<file path="config.mk">
export PLATFORM = sky130hd
export DESIGN_NAME = ram8_dma
export DESIGN_NICKNAME = d
export VERILOG_FILES = /design/src/rtl/ram8_dma.sv
export SDC_FILE = /design/constraint.sdc
export NUM_CORES = 1
export LEC_CHECK = 0
export ABC_CLOCK_PERIOD_IN_PS = 4000
export CAP_MARGIN = 20
export CELL_PAD_IN_SITES_DETAIL_PLACEMENT = 0
export CELL_PAD_IN_SITES_GLOBAL_PLACEMENT = 1
export CORE_ASPECT_RATIO = 1.2
export CORE_UTILIZATION = 29
export DETAILED_ROUTE_END_ITERATION = 6
export PLACE_DENSITY = 0.92
export SYNTH_ARGS = -nofsm -noshare
export SYNTH_HDL_FRONTEND = slang
export SYNTH_SLANG_ARGS = --single-unit
export TNS_END_PERCENT = 5
</file>
<file path="constraint.sdc">
create_clock -name clk -period 4 [get_ports clk]
set_input_delay 1 -clock clk [delete_from_list [all_inputs] [get_ports clk]]
set_output_delay 1 -clock clk [all_outputs]
set_load 0.03 [all_outputs]
</file>
<file path="src/rtl/ram8_dma.sv">
// ram8_dma: block-transfer initiator and sole master of a RAM8-class memory port.
// A single command handshake starts one transfer. A fill writes a contiguous address
// range from the s_* stream. A dump reads a range out through the registered m_* stream.
// Addresses wrap modulo 2^ADDR_W.
//
// Ports:
//   clk, rst_n               clock shared with the RAM; asynchronous active-low reset
//   cmd_valid/ready          command handshake; cmd_write selects fill (1) or dump (0)
//   cmd_base, cmd_count      first address and word count (0..2^ADDR_W)
//   s_data/valid/ready       fill stream input
//   m_data/valid/ready       dump stream output (registered)
//   ram_in/addr/load         RAM write data, address, write enable
//   ram_out                  RAM combinational read data for ram_addr
//   busy, done               not idle; one-cycle completion pulse
module ram8_dma #(
  parameter int unsigned DATA_W = 16,
  parameter int unsigned ADDR_W = 3
) (
  input  logic              clk,
  input  logic              rst_n,
  input  logic              cmd_valid,
  output logic              cmd_ready,
  input  logic              cmd_write,
  input  logic [ADDR_W-1:0] cmd_base,
  input  logic [ADDR_W:0]   cmd_count,
  input  logic [DATA_W-1:0] s_data,
  input  logic              s_valid,
  output logic              s_ready,
  output logic [DATA_W-1:0] m_data,
  output logic              m_valid,
  input  logic              m_ready,
  output logic [DATA_W-1:0] ram_in,
  output logic [ADDR_W-1:0] ram_addr,
  output logic              ram_load,
  input  logic [DATA_W-1:0] ram_out,
  output logic              busy,
  output logic              done
);

  typedef enum logic [1:0] {StIdle, StFill, StDump, StDone} state_e;

  localparam logic [ADDR_W-1:0] AddrOne = 1;
  localparam logic [ADDR_W:0]   RemOne  = 1;

  state_e              r_state, w_state_d;
  logic [ADDR_W-1:0]   r_addr, w_addr_d;
  logic [ADDR_W:0]     r_rem, w_rem_d;
  logic [DATA_W-1:0]   r_m_data, w_m_data_d;
  logic                r_m_valid, w_m_valid_d;

  always_comb begin
    w_state_d   = r_state;
    w_addr_d    = r_addr;
    w_rem_d     = r_rem;
    w_m_data_d  = r_m_data;
    w_m_valid_d = r_m_valid;
    cmd_ready   = 1'b0;
    s_ready     = 1'b0;
    ram_in      = '0;
    ram_addr    = r_addr;
    ram_load    = 1'b0;
    busy        = 1'b1;
    done        = 1'b0;

    unique case (r_state)
      StIdle: begin
        busy      = 1'b0;
        cmd_ready = 1'b1;
        if (cmd_valid) begin
          w_addr_d = cmd_base;
          w_rem_d  = cmd_count;
          if (cmd_count == '0) begin
            w_state_d = StDone;
          end else if (cmd_write) begin
            w_state_d = StFill;
          end else begin
            w_state_d = StDump;
          end
        end
      end

      StFill: begin
        s_ready = 1'b1;
        ram_in  = s_data;
        // Write enable follows s_valid directly so a beat lands in the same cycle.
        ram_load = s_valid;
        if (s_valid) begin
          w_addr_d = r_addr + AddrOne;
          w_rem_d  = r_rem - RemOne;
          if (r_rem == RemOne) begin
            w_state_d = StDone;
          end
        end
      end

      StDump: begin
        // Output register refills when empty or being drained; m_ready only
        // affects register enables, never m_valid/m_data combinationally.
        if (!r_m_valid || m_ready) begin
          if (r_rem != '0) begin
            w_m_data_d  = ram_out;
            w_m_valid_d = 1'b1;
            w_addr_d    = r_addr + AddrOne;
            w_rem_d     = r_rem - RemOne;
          end else begin
            w_m_valid_d = 1'b0;
            w_state_d   = StDone;
          end
        end
      end

      StDone: begin
        done      = 1'b1;
        w_state_d = StIdle;
      end

      default: w_state_d = StIdle;
    endcase
  end

  always_ff @(posedge clk or negedge rst_n) begin
    if (!rst_n) begin
      r_state   <= StIdle;
      r_addr    <= '0;
      r_rem     <= '0;
      r_m_data  <= '0;
      r_m_valid <= 1'b0;
    end else begin
      r_state   <= w_state_d;
      r_addr    <= w_addr_d;
      r_rem     <= w_rem_d;
      r_m_data  <= w_m_data_d;
      r_m_valid <= w_m_valid_d;
    end
  end

  assign m_data  = r_m_data;
  assign m_valid = r_m_valid;

endmodule

</file>
==> metrics.txt <==
clk_lat worst skew 0.27 ns; unrepaired setup endpoints after global routing false; Setup Viol. Count Final 0; combinational power share 69.2%; Nets 274; crit path time final 3.30 ns; Clock transition at path regs 0.09 ns; io pins 86; crit-path max FO 3; CTS tree done; Routed WL 3650 microns; fin util 51.2%; GRT Util Overall 15.0%; internal power 0.00112 W; core area 4700 sq um; setup bufs post-CTS 0; DRT iter0 DRCs 26; Hold Fails Final Rpt 0; PwrDens 868 nW/um^2; number of global-route vias before repair 1471; Setup TNS 0 ns; library cells used by synthesis 32; multi-input logic area 727 sq um; CP endpoint kind output port; Sw Ratio 46.1%; worst reg2reg setup slack 2.01 ns; Max H-tree Level 1; Worst Path Arrival 2.30 ns; Mapped Nets 188; sequential area share after synthesis 44.9%; area grow syn2layout 65.7%; RD Place Congestion 0.701; number of synthesized register bits 26; clock root buffer clkbuf_8; hold path endpoint m_data[15]; Num CTS Buffers 3; initial antenna violation count 0; hold path depth 1; total die area 5290 sq um; Max-slew headroom 73.0%; worst slew pin tran 0.405 ns; Avg Cell Area, Syn 10.7 sq um; Worst Hold Class reg2reg; CP startpoint kind input port; WS Path Type in2out; DR DRC count 0; Final Max Slew Viols 0; NetSw 0.000960 W; Crit path required time 3.00 ns; HPWL Detailed 2860 microns; share of cells above drive strength 1 11.9%; Clock Skew 0.00232 ns; Peak Freq 303 MHz; cells on worst reg2reg path 7; CTS Hold Bufs 0; via count 1348; Leak 1.00 nW; Initial Util 30.9%; Die Wd 66.6 microns; first-pass GRT wire length 6110 microns; FF+latch area 651 sq um; gr ovfl total 0; Bufs on Longest Clock Path 2; DRT antenna net count 0; FILL cells 451; Max Cap Viol 0; number of buffer cells added on primary ports 85; TritonRoute pass-1 iters 4; drt via density 4.87; Synth Instances 135; post-CTS sizing 0; Core Rows 27; die height 79.5 microns; final worst-path cycle share 82.5%; sequential power share 23.7%; Antenna Cells 0; YS warnings 0; RR Startpoint r_state[1]; Min-Delay Startpoint m_data[15]; Sink Count 26; Clk pwr share 7.1%; worst vdd ir 0.382 mV; status completed; DR WL/cell 13.2 microns; Worst R2R End ram_addr[2]; largest net degree at the start of global routing 27; Cell Area, Synth 1450 sq um
-- cell type report --
type	instances	area share, %
Clock buffer	3	1.72
Inverter	10	1.56
Multi-Input combinational cell	92	30.3
Sequential cell	26	27.1
Tap cell	58	3.02
Timing Repair Buffer	88	36.4
-- state kept, by name, indices dropped and copies added (netlist names) --
name,cells
r_rem,4
m_data,16
ram_addr,3
r_state,2
m_valid,1
-- critical path, stage by stage --
cell	delay, ns
clkdlybuf4s50_1	0.50
and2_1	0.14
clkdlybuf4s50_1	0.66
-- worst max path at each step --
stage | start | endpoint | cells past startpoint
6_report | s_valid | ram_load | 3
5_1_grt | s_valid | ram_load | 3
4_1_cts | s_valid | ram_load | 3
3_5_place_dp | s_valid | ram_load | 3
3_3_place_gp | s_valid | ram_load | 3
2_1_floorplan | s_data[0] | ram_in[0] | 1
-- power by group through the flow --
stage | combinational (W) | sequential (W) | clock (W)
floorplan | 0.000745 | 0.000697 | 0
global placement | 0.00143 | 0.000493 | 0
detailed placement | 0.00146 | 0.000501 | 0
CTS | 0.00146 | 0.000496 | 0.000155
global route | 0.00157 | 0.000513 | 0.000165
finish | 0.00144 | 0.000493 | 0.000148
-- cells in the final DEF, fill, tap and decap left out, drive strengths merged --
cell / synthesis / routed
clkdlybuf4s50: 0 / 85
dfrtp: 26 / 26
and2: 18 / 18
mux2: 17 / 17
inv: 10 / 10
ha: 8 / 8
nor3: 5 / 5
a21oi: 5 / 5
a31oi: 4 / 4
nand2: 4 / 4
nand3: 4 / 4
and3: 3 / 3
o211ai: 3 / 3
clkbuf: 2 / 3
buf: 5 / 3
nor2: 3 / 3
nor2b: 2 / 2
nand4: 2 / 2
o2111ai: 2 / 2
o21ai: 2 / 2
mux2i: 2 / 2
and3b: 1 / 1
or2b: 1 / 1
or4: 1 / 1
a221o: 1 / 1
or3: 1 / 1
a41oi: 1 / 1
a22o: 1 / 1
a31o: 1 / 1
-- through the flow --
stage	std cells	power (W)	hold slack (ns)	area, sq um	worst slack [ns]
2_1_floorplan	135	0.00144	0.517	1450	1.72
3_5_place_dp	274	0.00196	0.496	2360	0.698
4_1_cts	277	0.00211	0.517	2400	0.694
3_3_place_gp	274	0.00192	0.487	2360	0.718
5_1_grt	277	0.00225	0.527	2400	0.640
6_report	277	0.00208	0.513	2400	0.698
-- per-layer routing --
metal  share of wire (%)  global-route usage [%]  routed length, microns  vias up
met5                   0                       0                       0        -
met4                0.38                    5.74                      14        0
met3                 8.3                    4.00                     305        2
met2                  54                    29.5                    1960       62
met1                  38                    14.2                    1380      642
li1                    -                       -                       -      642
-- kinds of logic after synthesis --
| group | synth area share [%] |
|---|---|
| flip-flops | 44.9 |
| AO/OA/AOI/OAI | 9.40 |
| multiplexers | 14.6 |
| adder cells (fa/ha/maj) | 6.90 |
| buffers and inverters | 5.01 |
| AND/OR/NAND/NOR | 19.2 |
-- Yosys cell counts --
cell type / instances / share of area, %
a31oi_1: 4 / 1.7
clkbuf_1: 2 / 0.52
a41oi_1: 1 / 0.60
and3_1: 3 / 1.3
mux2_2: 16 / 12
buf_4: 1 / 0.52
nand4_1: 2 / 0.86
or2b_2: 1 / 0.60
nand3_1: 3 / 1.0
a22o_1: 1 / 0.60
or4_1: 1 / 0.52
or3_1: 1 / 0.43
and3b_1: 1 / 0.60
nor3_1: 5 / 1.7
o211ai_1: 3 / 1.6
o2111ai_1: 2 / 1.2
o21ai_0: 2 / 0.69
ha_1: 8 / 6.9
a221o_1: 1 / 0.69
nor2_1: 2 / 0.52
nor2_4: 1 / 0.78
nand3_4: 1 / 1.2
mux2i_1: 2 / 1.4
buf_2: 4 / 1.4
nand2_1: 4 / 1.0
inv_1: 10 / 2.6
a21oi_1: 5 / 1.7
mux2_1: 1 / 0.78
a31o_2: 1 / 0.60
dfrtp_1: 26 / 45
and2_1: 18 / 7.8
nor2b_1: 2 / 0.86
(Power assumes the default switching activity.)
